[src/rtl/mem_bus_arbiter_pkg.sv]
// Shared types and limits for the CPU/DMA external memory port arbiter.
package mem_bus_arbiter_pkg;

  typedef enum logic [1:0] {
    IDLE   = 2'd0,
    ACCESS = 2'd1,
    DONE   = 2'd2
  } arb_state_t;

  typedef enum logic {
    OWNER_CPU = 1'b0,
    OWNER_DMA = 1'b1
  } arb_owner_t;

  localparam int unsigned WAIT_CYCLES_MAX = 15;
  localparam int unsigned WAIT_CNT_W      = 4;

endpackage

[src/rtl/mem_bus_arbiter_wait_counter.sv]
// Loadable 4-bit down-counter that times the memory wait states of one transfer.
module arb_wait_counter
  import mem_bus_arbiter_pkg::*;
(
  input  logic                  clk,
  input  logic                  nrst,
  input  logic                  load,
  input  logic [WAIT_CNT_W-1:0] loadVal,
  input  logic                  en,
  output logic                  zero
);

  logic [WAIT_CNT_W-1:0] count;

  // Saturates at zero so a stray enable can never wrap into a long wait.
  always_ff @(posedge clk or negedge nrst) begin
    if (!nrst) begin
      count <= '0;
    end else if (load) begin
      count <= loadVal;
    end else if (en && (count != '0)) begin
      count <= count - 1'b1;
    end
  end

  assign zero = (count == '0);

endmodule

[src/rtl/mem_bus_arbiter.sv]
// Round-robin arbiter sharing the external SRAM port between the CPU and a DMA/loader.
module mem_bus_arbiter
  import mem_bus_arbiter_pkg::*;
#(
  parameter int unsigned WAIT_CYCLES = 2,
  parameter int unsigned ADDR_W      = 16,
  parameter int unsigned DATA_W      = 8
) (
  input  logic              clk,
  input  logic              nrst,
  input  logic              cpu_req,
  input  logic [ADDR_W-1:0] cpu_addr,
  input  logic              cpu_rnw,
  input  logic [DATA_W-1:0] cpu_wdata,
  output logic              cpu_ready,
  output logic [DATA_W-1:0] cpu_rdata,
  input  logic              dma_req,
  input  logic [ADDR_W-1:0] dma_addr,
  input  logic              dma_rnw,
  input  logic [DATA_W-1:0] dma_wdata,
  output logic              dma_done,
  output logic [DATA_W-1:0] dma_rdata,
  output logic [ADDR_W-1:0] mem_addr,
  output logic [DATA_W-1:0] mem_wdata,
  output logic              mem_we,
  output logic              mem_oe,
  input  logic [DATA_W-1:0] mem_rdata,
  output logic              busy,
  output logic [1:0]        dbgState
);

  // Handshake: each requester holds req high as a level until its one-cycle
  // completion strobe; inputs are sampled only on the IDLE->ACCESS edge, and
  // a transfer always runs to its strobe even if req drops meanwhile.

  localparam logic [WAIT_CNT_W-1:0] LOAD_VAL = WAIT_CNT_W'(WAIT_CYCLES - 1);

  arb_state_t  state;
  arb_owner_t  owner;
  arb_owner_t  lastGrant;
  arb_owner_t  grantOwner;
  logic        anyReq;
  logic        grantDma;
  logic        cntLoad;
  logic        cntEn;
  logic        cntZero;

  logic [ADDR_W-1:0] latAddr;
  logic [DATA_W-1:0] latWdata;
  logic              latRnw;
  logic              memWeQ;
  logic              memOeQ;
  logic              cpuReadyQ;
  logic              dmaDoneQ;
  logic [DATA_W-1:0] cpuRdataQ;
  logic [DATA_W-1:0] dmaRdataQ;

  // DMA wins when it is alone, or on a tie when the CPU had the previous grant.
  assign anyReq     = cpu_req | dma_req;
  assign grantDma   = dma_req & (~cpu_req | (lastGrant == OWNER_CPU));
  assign grantOwner = grantDma ? OWNER_DMA : OWNER_CPU;

  assign cntLoad = (state == IDLE) && anyReq;
  assign cntEn   = (state == ACCESS);

  arb_wait_counter u_wait_counter (
    .clk     (clk),
    .nrst    (nrst),
    .load    (cntLoad),
    .loadVal (LOAD_VAL),
    .en      (cntEn),
    .zero    (cntZero)
  );

  always_ff @(posedge clk or negedge nrst) begin
    if (!nrst) begin
      state     <= IDLE;
      owner     <= OWNER_CPU;
      lastGrant <= OWNER_DMA;
      latAddr   <= '0;
      latWdata  <= '0;
      latRnw    <= 1'b0;
      memWeQ    <= 1'b0;
      memOeQ    <= 1'b0;
      cpuReadyQ <= 1'b0;
      dmaDoneQ  <= 1'b0;
      cpuRdataQ <= '0;
      dmaRdataQ <= '0;
    end else begin
      cpuReadyQ <= 1'b0;
      dmaDoneQ  <= 1'b0;
      case (state)
        IDLE: begin
          if (anyReq) begin
            owner     <= grantOwner;
            lastGrant <= grantOwner;
            if (grantDma) begin
              latAddr  <= dma_addr;
              latWdata <= dma_wdata;
              latRnw   <= dma_rnw;
              memOeQ   <= dma_rnw;
              memWeQ   <= ~dma_rnw;
            end else begin
              latAddr  <= cpu_addr;
              latWdata <= cpu_wdata;
              latRnw   <= cpu_rnw;
              memOeQ   <= cpu_rnw;
              memWeQ   <= ~cpu_rnw;
            end
            state <= ACCESS;
          end
        end
        ACCESS: begin
          if (cntZero) begin
            memOeQ <= 1'b0;
            memWeQ <= 1'b0;
            if (owner == OWNER_CPU) begin
              cpuReadyQ <= 1'b1;
              if (latRnw) cpuRdataQ <= mem_rdata;
            end else begin
              dmaDoneQ <= 1'b1;
              if (latRnw) dmaRdataQ <= mem_rdata;
            end
            state <= DONE;
          end
        end
        DONE: begin
          state <= IDLE;
        end
        default: begin
          state <= IDLE;
        end
      endcase
    end
  end

  assign mem_addr  = latAddr;
  assign mem_wdata = latWdata;
  assign mem_we    = memWeQ;
  assign mem_oe    = memOeQ;
  assign cpu_ready = cpuReadyQ;
  assign dma_done  = dmaDoneQ;
  assign cpu_rdata = cpuRdataQ;
  assign dma_rdata = dmaRdataQ;
  assign busy      = (state != IDLE);
  assign dbgState  = state;

endmodule

[config.mk]
export PLATFORM = sky130hd
export DESIGN_NAME = mem_bus_arbiter
export DESIGN_NICKNAME = d
export VERILOG_FILES = /design/src/rtl/mem_bus_arbiter_pkg.sv /design/src/rtl/mem_bus_arbiter_wait_counter.sv /design/src/rtl/mem_bus_arbiter.sv
export SDC_FILE = /design/constraint.sdc
export NUM_CORES = 1
export LEC_CHECK = 0
export ABC_AREA = 1
export CORE_MARGIN = 4
export CORE_UTILIZATION = 43
export CTS_BUF_LIST = sky130_fd_sc_hd__clkbuf_8
export CTS_CLUSTER_SIZE = 8
export DETAILED_ROUTE_END_ITERATION = 10
export PLACE_DENSITY = 0.91
export SKIP_LAST_GASP = 1
export SYNTH_ARGS = -nofsm -noshare
export SYNTH_HDL_FRONTEND = slang
export SYNTH_SLANG_ARGS = --single-unit
[constraint.sdc]
create_clock -name clk -period 1.7 [get_ports clk]
set_input_delay 0.17 -clock clk [delete_from_list [all_inputs] [get_ports clk]]
set_output_delay 0.17 -clock clk [all_outputs]
set_load 0.03 [all_outputs]
==> flow_metrics.env, run 1 <==
export IMPL_status="finished clean"
export IMPL_post_cts_setup_buffer_count=0
export IMPL_synth_top_family_by_area="simple AND/OR/NAND/NOR gates"
export IMPL_crit_path_end_kind="primary output"
export IMPL_syn_area_um2=2480
export IMPL_die_area_um2=7060
export IMPL_skew_ns=0.00944
export IMPL_dp_worst_setup_slack_ns=0.0473
export IMPL_rsz0062_at_grt="no"
export IMPL_critical_path_slowest_cell="clkdlybuf4s50_1"
export IMPL_n_antenna_cell=0
export IMPL_core_area_um2=5540
export IMPL_placedCellCount=466
export IMPL_hpwlAfterDp_mm=4.92
export IMPL_relSlewSlack_pct=68.5
export IMPL_clk_path_buf_depth=2
export IMPL_gp_congestion=0.800
export IMPL_critPathBufInv=1
export IMPL_p_leak_nw=1.80
export IMPL_layout_commonest_cell="nand2_1"
export IMPL_synth_seq_area_share_pct=53.4
export IMPL_fp_dieH_um=84.0
export IMPL_fin_cells=475
export IMPL_synth_xor_area_share_pct=0.352
export IMPL_hp_class="input pin to asynchronous set/reset pin"
export IMPL_synth_area_leader_cell="dfrtp_1"
export IMPL_tightestPinTransition_ns=0.472
export IMPL_critPathLaunchType="flop"
export IMPL_vias=2274
export IMPL_worst_ep_arrival_time_ns=1.43
export IMPL_initial_core_util_pct=44.9
export IMPL_ys_warn_count=0
export IMPL_drcViolationCount=0
export IMPL_clock_sinks=53
export IMPL_ir_drop_mv=0.949
export IMPL_cts_buffers=5
export IMPL_synth_compound_area_share_pct=12.1
export IMPL_synthAdderAreaFrac_pct=0.504
export IMPL_grt_first_pass_wirelength_mm=10.2
export IMPL_setup_viol=0
export IMPL_critPathKind="flop to primary output"
export IMPL_syn_num_nets=354
export IMPL_grt_overflow_total=0
export IMPL_clk_latency_ns=0.30
export IMPL_grt_use_total_pct=17.7
export IMPL_max_stage_delay_ns=0.70
export IMPL_ys_ff_latch=53
export IMPL_hold_ws_ns=0.353
export IMPL_period_share_pct=94.0
export IMPL_antenna_found_initial=0
export IMPL_syn_mean_instance_area_um2=8.54
export IMPL_worst_slack_ns=0.102
export IMPL_io_pins=109
export IMPL_viasPerCell=4.79
export IMPL_n_fill_cell=444
export IMPL_maxSlewViolCount=0
export IMPL_synthMuxAreaShare_pct=0
export IMPL_cap_violations=0
export IMPL_wl_per_cell_um=13.0
export IMPL_grt_pass1_vias=2259
export IMPL_critPathTopFamily="buffers and inverters"
export IMPL_die_w_um=84.0
export IMPL_htree_levels=2
export IMPL_path_cells="clkdlybuf4s50_1"
export IMPL_rows=27
export IMPL_worstPathMaxFanout=3
export IMPL_fmax_mhz=626
export IMPL_final_antenna_net_count=0
export IMPL_cts_tree="done"
export IMPL_fin_setup_tns_ns=0
export IMPL_place_area_um2=3650
export IMPL_finalHoldViolCount=0
export IMPL_grt_max_degree=29
export IMPL_synth_top_cells_by_area="dfrtp_1 (52%), nand2_1 (19%), o211ai_1 (7.6%)"
export IMPL_syn_to_final_growth_pct=52.0
export IMPL_path_clk_slew_ns=0.10
export IMPL_ys_types=23
export IMPL_cts_root_buf="clkbuf_8"
export IMPL_synthSimpleGateAreaFrac_pct=25.8
export IMPL_worstPathRequired_ns=1.53
export IMPL_layout_drive_gt1_share_pct=7.20
export IMPL_postSynthCellCount=291
export IMPL_finalCriticalPeriod_ns=1.60
export IMPL_wirelength_mm=6.19
export IMPL_layout_common_cells="nand2_1 (123), clkdlybuf4s50_1 (106), dfrtp_1 (52)"
export IMPL_power_density_nw_per_um2=1940
export IMPL_synth_top_area_share_pct=52.4
export IMPL_drt_iter0_markers=69
export IMPL_nets=465
export IMPL_dr_pass1_iters=5
export IMPL_port_buffers=108
export IMPL_design_area_um2=3780
==> area by class of cell <==
class	count	area, µm²	area share, %
Inverter	32	120	3.18
Multi-Input combinational cell	195	963	25.5
Clock inverter	2	37.5	0.994
Tap cell	72	90.1	2.39
Timing Repair Buffer	115	1150	30.6
Sequential cell	53	1330	35.2
Clock buffer	6	82.6	2.19
==> flip-flops by register name (all words and copies together), names as in the netlist, 2 cells and up <==
| register | count |
|---|---|
| dma_rdata | 8 |
| mem_wdata | 8 |
| cpu_rdata | 8 |
| dbgState | 2 |
| mem_addr | 16 |
| u_wait_counter.count | 4 |
==> where the power goes <==
group | leakage (nW) | switching [mW] | internal (mW)
Sequential | 0.639 | 0.361 | 1.89
Clock | 0.0574 | 0.409 | 0.479
Combinational | 1.10 | 2.57 | 1.61
==> routing by layer <==
metal	vias up	track usage, %	share of wire, %	wire, µm
met2	80	31.9	52	3210
li1	1151	-	-	-
met4	0	4.82	1.3	79
met1	1035	20.1	39	2400
met5	-	0	0	0
met3	8	5.63	8.1	502
==> kinds of logic after synthesis <==
family | after synthesis
simple gates | 146
flops | 53
compound gates | 47
buf+inv | 43
xor+xnor | 1
fa+ha+maj | 1
==> cell usage after synthesis <==
cell / number
nand3_1: 6
buf_2: 8
nand2_4: 2
o21ai_2: 1
nand4_1: 1
inv_2: 1
dfrtp_1: 52
nand2_2: 2
nand2_1: 123
xor2_1: 1
ha_1: 1
a21oi_1: 1
nand3_4: 1
buf_6: 3
o211ai_1: 25
nor2_4: 4
nor2_1: 5
nor2_2: 1
inv_1: 31
o21ai_0: 14
dfstp_2: 1
nor2_8: 1
o21ai_1: 6
==> timing repair <==
action                                 in CTS  in global routing
hold buffers                                1                  0
endpoints found under the hold margin      17                  0
gates resized for setup                     1                  0
setup endpoints to repair                   1                  0
==> per-stage QoR <==
step	power, mW	utilization (%)
after global routing	7.82	68.2
after floorplan	4.81	-
after CTS	7.38	68.2
after detailed placement	6.50	65.8
final	7.32	68.2
after global placement	6.36	65.8
==> final timing paths <==
path	cells past startpoint	end	start	slack, ns
setup / recovery	1	dbgState[0]	dbgState[0]	0.10
min in group clk	3	cpu_rdata[3]	mem_rdata[3]	0.43
hold reg to reg	2	lastGrant	lastGrant	0.47
hold / removal	2	u_wait_counter.count[1]	nrst	0.35
max in group asynchronous	3	mem_addr[5]	nrst	0.79
setup reg to reg	6	dma_rdata[4]	u_wait_counter.count[0]	0.21
No activity file was read; power rests on OpenSTA's default activity.
==> run 2, diff against run 1 <==
--- a/config.mk
+++ b/config.mk
@@ -7,11 +7,12 @@
 export LEC_CHECK = 0
 export ABC_AREA = 1
 export CORE_MARGIN = 4
-export CORE_UTILIZATION = 43
+export CORE_UTILIZATION = 35
 export CTS_BUF_LIST = sky130_fd_sc_hd__clkbuf_8
+export CTS_CLUSTER_DIAMETER = 100
 export CTS_CLUSTER_SIZE = 8
 export DETAILED_ROUTE_END_ITERATION = 10
-export PLACE_DENSITY = 0.91
+export PLACE_DENSITY = 0.78
 export SKIP_LAST_GASP = 1
 export SYNTH_ARGS = -nofsm -noshare
 export SYNTH_HDL_FRONTEND = slang
==> flow_metrics.env, run 2 (synthesis gave the netlist of run 1 again) <==
export IMPL_rsz0062_at_grt="no"
export IMPL_vias=2206
export IMPL_skew_ns=0.00900
export IMPL_grt_max_degree=29
export IMPL_crit_path_end_kind="primary output"
export IMPL_clock_sinks=53
export IMPL_hpwlAfterDp_mm=4.78
export IMPL_setup_viol=0
export IMPL_layout_drive_gt1_share_pct=7.20
export IMPL_finalCriticalPeriod_ns=1.59
export IMPL_finalHoldViolCount=0
export IMPL_p_leak_nw=1.80
export IMPL_period_share_pct=93.8
export IMPL_ir_drop_mv=0.836
export IMPL_clk_path_buf_depth=2
export IMPL_place_area_um2=3680
export IMPL_path_cells="clkdlybuf4s50_1"
export IMPL_power_density_nw_per_um2=1890
export IMPL_critPathKind="flop to primary output"
export IMPL_critical_path_slowest_cell="clkdlybuf4s50_1"
export IMPL_io_pins=109
export IMPL_viasPerCell=4.42
export IMPL_n_antenna_cell=0
export IMPL_grt_first_pass_wirelength_mm=10.1
export IMPL_clk_latency_ns=0.30
export IMPL_multi_input_area_um2=963
export IMPL_status="finished clean"
export IMPL_maxSlewViolCount=0
export IMPL_layout_common_cells="nand2_1 (123), clkdlybuf4s50_1 (105), dfrtp_1 (52)"
export IMPL_worstPathRequired_ns=1.53
export IMPL_grt_use_total_pct=14.7
export IMPL_max_stage_delay_ns=0.71
export IMPL_initial_core_util_pct=36.4
export IMPL_die_area_um2=8510
export IMPL_hp_class="input pin to asynchronous set/reset pin"
export IMPL_critPathTopFamily="buffers and inverters"
export IMPL_design_area_um2=3790
export IMPL_core_area_um2=6830
export IMPL_largest_reg_flops=16
export IMPL_dr_pass1_iters=4
export IMPL_syn_to_final_growth_pct=52.5
export IMPL_antenna_found_initial=0
export IMPL_wl_per_cell_um=12.2
export IMPL_grt_overflow_total=0
export IMPL_relSlewSlack_pct=74.3
export IMPL_gp_congestion=0.779
export IMPL_drt_iter0_markers=80
export IMPL_cts_buffers=5
export IMPL_final_antenna_net_count=0
export IMPL_placedCellCount=490
export IMPL_tightestPinTransition_ns=0.385
export IMPL_nets=465
export IMPL_cts_root_buf="clkbuf_8"
export IMPL_rows=30
export IMPL_wirelength_mm=6.10
export IMPL_layout_commonest_cell="nand2_1"
export IMPL_fmax_mhz=627
export IMPL_drcViolationCount=0
export IMPL_cap_violations=0
export IMPL_fin_cells=499
export IMPL_post_cts_setup_buffer_count=0
export IMPL_grt_pass1_vias=2257
export IMPL_seqCellArea_um2=1330
export IMPL_fp_dieH_um=92.3
export IMPL_critPathLaunchType="flop"
export IMPL_htree_levels=2
export IMPL_port_buffers=108
export IMPL_critPathBufInv=1
export IMPL_path_clk_slew_ns=0.08
export IMPL_worst_ep_arrival_time_ns=1.42
export IMPL_cts_tree="done"
export IMPL_worstPathMaxFanout=3
export IMPL_die_w_um=92.3
export IMPL_n_fill_cell=624
export IMPL_fin_setup_tns_ns=0
==> run 2: through the flow <==
step / power (mW) / util [%] / hold slack, ns / worst slack [ns]
after floorplan: 4.81 / - / -0.126 / 0.369
after global placement: 6.39 / 53.8 / 0.0455 / 0.166
after detailed placement: 6.49 / 53.8 / 0.0471 / 0.119
after CTS: 7.26 / 55.4 / 0.262 / 0.0484
after global routing: 7.69 / 55.5 / 0.276 / 0.0221
final: 7.15 / 55.5 / 0.271 / 0.106
==> run 2: power breakdown <==
group / switching, mW / total [mW] / leakage [nW] / internal, mW
clock network: 0.384 / 0.753 / 0.0542 / 0.368
registers: 0.375 / 2.27 / 0.639 / 1.89
logic: 2.53 / 4.13 / 1.11 / 1.60
==> run 2: final timing paths <==
path                       depth (start not counted)            to  slack (ns)                     from
hold / removal                                     2  mem_wdata[6]        0.27                     nrst
setup reg to reg                                   6  cpu_rdata[6]        0.20  u_wait_counter.count[0]
setup / recovery                                   1   dbgState[1]        0.11              dbgState[1]
hold reg to reg                                    2     lastGrant        0.47                lastGrant
min in group clk                                   3  dma_rdata[0]        0.43             mem_rdata[0]
max in group asynchronous                          3     lastGrant        0.85                     nrst
==> run 2: layout make-up <==
| type | count | share of cell area (%) |
|---|---|---|
| Inverter | 32 | 3.17 |
| Clock buffer | 7 | 2.54 |
| Timing Repair Buffer | 115 | 30.5 |
| Sequential cell | 53 | 35.0 |
| Tap cell | 96 | 3.17 |
| Clock inverter | 1 | 0.132 |
| Multi-Input combinational cell | 195 | 25.4 |
==> run 2: repair_timing <==
item / CTS / global route
endpoints found under the hold margin: 34 / 0
endpoints found under the setup margin: 1 / 1
cloned: 0 / 0
gates resized for setup: 1 / 1
hold buffers: 1 / 0
==> run 2: routing by layer <==
metal  track usage, %  up-vias  part of all wire [%]
li1                 -     1147                     -
met1             17.8      988                    43
met2             25.5       68                    50
met3             4.92        3                   6.7
met4             2.60        0                  0.44
met5                0        -                     0
==> run 3, diff against run 2 <==
--- a/config.mk
+++ b/config.mk
@@ -9,9 +9,10 @@
 export CORE_MARGIN = 4
 export CORE_UTILIZATION = 35
 export CTS_BUF_LIST = sky130_fd_sc_hd__clkbuf_8
-export CTS_CLUSTER_DIAMETER = 100
+export CTS_CLUSTER_DIAMETER = 150
 export CTS_CLUSTER_SIZE = 8
 export DETAILED_ROUTE_END_ITERATION = 10
+export GPL_ROUTABILITY_DRIVEN = 0
 export PLACE_DENSITY = 0.78
 export SKIP_LAST_GASP = 1
 export SYNTH_ARGS = -nofsm -noshare
==> results of run 3 <==
Same layout as run 2: the final DEF is identical, and so are final timing and power.
